[src/rtl/mod_mem.sv]
// Memory stage: EX/MEM register, variable-latency data memory handshake,
// pipeline stall generation and MEM/WB register.
module mod_mem #(
    parameter int MAX_WAIT = 255
) (
    input  logic        clk,
    input  logic        rst,
    input  logic        in_valid,
    input  logic [15:0] aluout,
    input  logic [15:0] store_data,
    input  logic [3:0]  dstreg,
    input  logic        regwrite,
    input  logic        memread,
    input  logic        memwrite,
    output logic        stall_out,
    output logic        mem_req,
    output logic        mem_we,
    output logic [15:0] mem_addr,
    output logic [15:0] mem_wdata,
    input  logic        mem_ready,
    input  logic [15:0] mem_rdata,
    output logic [15:0] forward_DstData_MEM,
    output logic [3:0]  fwd_dstreg,
    output logic        fwd_regwrite,
    output logic        wb_valid,
    output logic [15:0] wb_DstData,
    output logic [3:0]  wb_dstreg,
    output logic        wb_regwrite,
    output logic        mem_err
);

    typedef enum logic [1:0] {
        IDLE = 2'd0,
        WAIT = 2'd1,
        ERR  = 2'd2
    } state_t;

    localparam logic [7:0] MAX_W = MAX_WAIT[7:0];

    state_t      state_q, state_d;
    logic [7:0]  wait_cnt_q, wait_cnt_d;

    logic        ex_valid_q, ex_valid_d;
    logic [15:0] ex_aluout_q, ex_aluout_d;
    logic [15:0] ex_store_q, ex_store_d;
    logic [3:0]  ex_dst_q, ex_dst_d;
    logic        ex_rw_q, ex_rw_d;
    logic        ex_mr_q, ex_mr_d;
    logic        ex_mw_q, ex_mw_d;

    logic        wb_valid_q, wb_valid_d;
    logic [15:0] wb_data_q, wb_data_d;
    logic [3:0]  wb_dst_q, wb_dst_d;
    logic        wb_rw_q, wb_rw_d;

    logic        mem_op;
    logic        in_err;

    always_comb begin
        mem_op    = ex_valid_q & (ex_mr_q | ex_mw_q);
        in_err    = (state_q == ERR);
        stall_out = (mem_op & ~mem_ready) | in_err;
        mem_req   = mem_op & ~in_err;
        mem_we    = mem_req & ex_mw_q;
        mem_addr  = ex_aluout_q;
        mem_wdata = ex_store_q;
        mem_err   = in_err;
    end

    // Forwarding never carries load data; load-use is resolved upstream.
    always_comb begin
        forward_DstData_MEM = ex_aluout_q;
        fwd_dstreg          = ex_dst_q;
        fwd_regwrite        = ex_valid_q & ex_rw_q & ~ex_mr_q;
        wb_valid            = wb_valid_q;
        wb_DstData          = wb_data_q;
        wb_dstreg           = wb_dst_q;
        wb_regwrite         = wb_rw_q;
    end

    always_comb begin
        ex_valid_d  = ex_valid_q;
        ex_aluout_d = ex_aluout_q;
        ex_store_d  = ex_store_q;
        ex_dst_d    = ex_dst_q;
        ex_rw_d     = ex_rw_q;
        ex_mr_d     = ex_mr_q;
        ex_mw_d     = ex_mw_q;
        if (!stall_out) begin
            ex_valid_d  = in_valid;
            ex_aluout_d = in_valid ? aluout : 16'h0000;
            ex_store_d  = in_valid ? store_data : 16'h0000;
            ex_dst_d    = in_valid ? dstreg : 4'h0;
            ex_rw_d     = in_valid & regwrite;
            ex_mr_d     = in_valid & memread;
            ex_mw_d     = in_valid & memwrite;
        end
    end

    always_comb begin
        wb_valid_d = 1'b0;
        wb_data_d  = 16'h0000;
        wb_dst_d   = 4'h0;
        wb_rw_d    = 1'b0;
        if (!stall_out) begin
            wb_valid_d = ex_valid_q;
            wb_data_d  = (ex_mr_q & ~ex_mw_q) ? mem_rdata : ex_aluout_q;
            wb_dst_d   = ex_dst_q;
            wb_rw_d    = ex_valid_q & ex_rw_q;
        end
    end

    // A ready arriving in the timeout cycle still completes the access.
    always_comb begin
        state_d    = state_q;
        wait_cnt_d = wait_cnt_q;
        case (state_q)
            IDLE: begin
                if (mem_op && !mem_ready) begin
                    state_d    = WAIT;
                    wait_cnt_d = 8'd1;
                end
            end
            WAIT: begin
                if (mem_ready) begin
                    state_d    = IDLE;
                    wait_cnt_d = 8'd0;
                end else if (wait_cnt_q == MAX_W) begin
                    state_d = ERR;
                end else begin
                    wait_cnt_d = wait_cnt_q + 8'd1;
                end
            end
            ERR: begin
                state_d = ERR;
            end
            default: begin
                state_d    = IDLE;
                wait_cnt_d = 8'd0;
            end
        endcase
    end

    always_ff @(posedge clk or negedge rst) begin
        if (!rst) begin
            state_q     <= IDLE;
            wait_cnt_q  <= 8'd0;
            ex_valid_q  <= 1'b0;
            ex_aluout_q <= 16'h0000;
            ex_store_q  <= 16'h0000;
            ex_dst_q    <= 4'h0;
            ex_rw_q     <= 1'b0;
            ex_mr_q     <= 1'b0;
            ex_mw_q     <= 1'b0;
            wb_valid_q  <= 1'b0;
            wb_data_q   <= 16'h0000;
            wb_dst_q    <= 4'h0;
            wb_rw_q     <= 1'b0;
        end else begin
            state_q     <= state_d;
            wait_cnt_q  <= wait_cnt_d;
            ex_valid_q  <= ex_valid_d;
            ex_aluout_q <= ex_aluout_d;
            ex_store_q  <= ex_store_d;
            ex_dst_q    <= ex_dst_d;
            ex_rw_q     <= ex_rw_d;
            ex_mr_q     <= ex_mr_d;
            ex_mw_q     <= ex_mw_d;
            wb_valid_q  <= wb_valid_d;
            wb_data_q   <= wb_data_d;
            wb_dst_q    <= wb_dst_d;
            wb_rw_q     <= wb_rw_d;
        end
    end

endmodule

[config.mk]
export PLATFORM = sky130hd
export DESIGN_NAME = mod_mem
export DESIGN_NICKNAME = d
export VERILOG_FILES = /design/src/rtl/mod_mem.sv
export SDC_FILE = /design/constraint.sdc
export NUM_CORES = 1
export LEC_CHECK = 0
export ABC_AREA = 1
export CAP_MARGIN = 0
export CORE_AREA = 8 8 89 107
export CTS_BUF_LIST = sky130_fd_sc_hd__clkbuf_4
export CTS_CLUSTER_DIAMETER = 40
export DETAILED_ROUTE_END_ITERATION = 10
export DIE_AREA = 0 0 97 115
export PLACE_DENSITY = 0.79
export REMOVE_ABC_BUFFERS = 1
export SLEW_MARGIN = 10
export SYNTH_ARGS = -nofsm -noshare
export SYNTH_HDL_FRONTEND = slang
export SYNTH_SLANG_ARGS = --single-unit
export TNS_END_PERCENT = 50
[constraint.sdc]
create_clock -name clk -period 2.59 [get_ports clk]
set_input_delay 0.518 -clock clk [delete_from_list [all_inputs] [get_ports clk]]
set_output_delay 0.518 -clock clk [all_outputs]
set_load 0.02 [all_outputs]
==> metrics.cfg, run 1 <==
[synthesis]
synth_top_cell_area_share = 0.5519
synth.distinct_cells = 24
synth_seq_area_share = 0.5519
netlist.top_cell.by_area = dfrtp_1
synth_warnings = 0
ys_seq_elements = 72
syn_avg_cell_area_sq_um = 8.968
mappedNetlistArea_sq_um = 3264
netlist_instances = 364
synth_top_cells_by_area = dfrtp_1 55%, nand2_1 13%, o21ai_0 4.4%

[power]
p_int_mw = 2.911
total_leakage_power_nw = 2.035
power.total_mw = 5.090
power.density_cell_area_nw_per_um2 = 1095
max-vdd-ir-drop_mv = 1.156
clock_power_share = 0.110
netSwitchingPower_mw = 2.179
sequentialPowerShare = 0.352
comb_power_share = 0.538
switching_share = 0.4281

[placed_design]
hpwlAfterDp_microns = 6543
portBuffers = 137
gp_routability_congestion = 0.7791

[worst_setup_path]
category_of_the_worst_setup_path_capture_point = primary output
crit-reg2reg-launch = ex_mw_q
worst_setup_path_startpoint = ex_mw_q
cp_data_required_time_ns = 2.07
worstPathMaxFanout = 10
crit_path_start_kind = flop
r2r_cells = 8
timing_worst_setup_path_type = reg2out
reg2reg_to = ex_rw_q
reg2reg_slack_ns = 0.85
cp_data_arrival_time_ns = 1.94

[clock_network]
clk_root_buffer_cell = clkbuf_4
cts_sinks = 72
cts_resized = 1
cts_post_setup_buffers_inserted = 0
clockBufferDepth = 2
cts_made_buffers = 9
tritoncts = built
worstSkewPairLatency_ns = 0.41
clk_transition_reported_paths_ns = 0.11
postCtsHoldBufs = 0
cts_max_level = 3

[floorplanning]
floorplan.die.width_microns = 97
io_pins = 138
fp.dieArea_sq_um = 11160
core.rowCount = 36
start_util = 0.4141
coreArea_sq_um = 7883
floorplan.die.height_microns = 115

[route]
vias_per_cell = 4.817
avgRoutedWirePerCell_microns = 15.36
drt_wl_total_microns = 8892
route.vias.total = 2789
length_of_the_first_detailed_routing_pass_in_iterations = 4
ant_nets = 0
drc_errors = 0
detailedRoute.firstIterationViolations = 101

[sta]
layout_worst_path_cycle_share = 0.9504
clock-skew-final_ns = 0.007365
rsz_0062_raised_after_global_routing = no
finalSetupViolCount = 0
max_freq_ghz = 0.4062
max-slew-margin-rel = 0.3976
report.final.slew_viol_count = 0
fin_crit_ns = 2.462
setup-tns-final_ns = 0
worst-slew-pin-transition_ns = 0.9036
hold_violation_count_in_the_final_report = 0

[run_status]
status = completed

[grt]
grt.total_usage = 0.1605
antenna_found_initial = 0
via_count_of_the_first_global_routing_pass = 2917
maximum_number_of_pins_on_one_net_before_global_route_repair = 86
grt_pass1_wl_microns = 14430
grt.overflow.total = 0

[cells_and_area]
most_frequent_cells_in_the_layout = 135 x clkdlybuf4s50_1, 109 x nand2_1, 71 x dfrtp_1
drive_above_1_share = 0.09711
final_common_cell = clkdlybuf4s50_1
areaGrowthSynthToFinish_pct = 42.43
num-nets-final = 541
insertedDiodeCount = 0
filler_cell_count = 670

[hold_path]
hold_path.class = in2async

[run]
maxCapViolCount = 0

==> area by class of cell <==
type | instances | area [sq um] | share of cell area
inverters | 21 | 78.83 | 0.01695
well taps | 95 | 118.9 | 0.02557
clock buffers | 11 | 82.58 | 0.01776
flip-flops and latches | 72 | 1803 | 0.3878
repair buffers | 141 | 1414 | 0.3041
multi-input cells | 236 | 1141 | 0.2454
clock inverters | 3 | 11.26 | 0.002422
==> power groups by stage <==
stage / Clock, mW / Sequential [mW] / Combinational [mW]
CTS: 0.586 / 1.80 / 2.78
detailed placement: 0 / 1.82 / 2.77
global placement: 0 / 1.80 / 2.73
global route: 0.629 / 1.84 / 2.95
floorplan: 0 / 2.35 / 0.812
finish: 0.561 / 1.79 / 2.74
==> metal layers <==
layer | share of wire | global-route usage
met1 | 0.39 | 0.1634
met4 | 0.024 | 0.08222
met5 | 0 | 0
met3 | 0.066 | 0.05349
met2 | 0.52 | 0.2880
==> worst max-delay path, stage by stage (launching register included) <==
cell and delay [ns]:
dfrtp_1 0.37, inv_1 0.29, nand2_2 0.11, nand3_2 0.12
nand2_4 0.09, clkdlybuf4s50_1 0.55
==> cell families after synthesis <==
| family | share of synthesized area |
|---|---|
| flip-flops | 0.5519 |
| AO/OA/AOI/OAI | 0.1261 |
| adder cells (fa/ha/maj) | 0.003832 |
| buffers and inverters | 0.09851 |
| AND/OR/NAND/NOR | 0.2169 |
| XOR/XNOR | 0.002684 |
==> synth_stat cells <==
cell type,n
a21oi_1,4
a21oi_2,13
buf_2,8
buf_4,17
buf_6,5
clkbuf_1,5
dfrtp_1,72
ha_1,1
inv_1,19
inv_2,2
nand2_1,109
nand2_2,2
nand2_4,1
nand3_1,28
nand3_2,2
nor2_1,16
nor2_2,1
nor2_4,2
nor3_1,4
o21ai_0,29
o21ai_1,16
o21ai_2,6
or2_2,1
xor2_1,1
==> sequential cells by signal, indices dropped and copies added, names as in the netlist <==
| name | cells |
|---|---|
| ex_valid_q | 1 |
| ex_rw_q | 1 |
| wb_regwrite | 1 |
| wait_cnt_q | 8 |
| state_q | 2 |
| wb_DstData | 16 |
| ex_mr_q | 1 |
| fwd_dstreg | 4 |
| ex_mw_q | 1 |
| wb_valid | 1 |
| forward_DstData_MEM | 16 |
| wb_dstreg | 4 |
| mem_wdata | 16 |
==> per-stage QoR <==
stage / hold WS [ns] / setup WS [ns] / std cells / cell area, sq um / utilization
5_1_grt: 0.2898 / 0.01598 / 579 / 4649 / 0.5898
3_5_place_dp: 0.4729 / 0.1756 / 565 / 4552 / 0.5775
4_1_cts: 0.2408 / 0.07012 / 579 / 4647 / 0.5895
3_3_place_gp: 0.4652 / 0.1795 / 565 / 4552 / 0.5775
2_1_floorplan: 0.2224 / 0.6332 / 329 / 3022 / -
6_report: 0.2312 / 0.1284 / 579 / 4649 / 0.5898
==> how the worst max path moves through the flow <==
| stage | to |
|---|---|
| floorplan | ex_mw_q |
| global placement | stall_out |
| detailed placement | stall_out |
| CTS | mem_we |
| global route | stall_out |
| finish | stall_out |
Note: power is estimated with default switching activity, not from simulation.
==> run 2, diff against run 1 <==
- SLEW_MARGIN: 10 -> default
==> results of run 2 <==
No change in the layout: final DEF, timing and power equal those of run 1.
==> run 3, diff against run 2 <==
- CAP_MARGIN: 0 -> 20
==> results of run 3 <==
No change in the layout: final DEF, timing and power equal those of run 1.
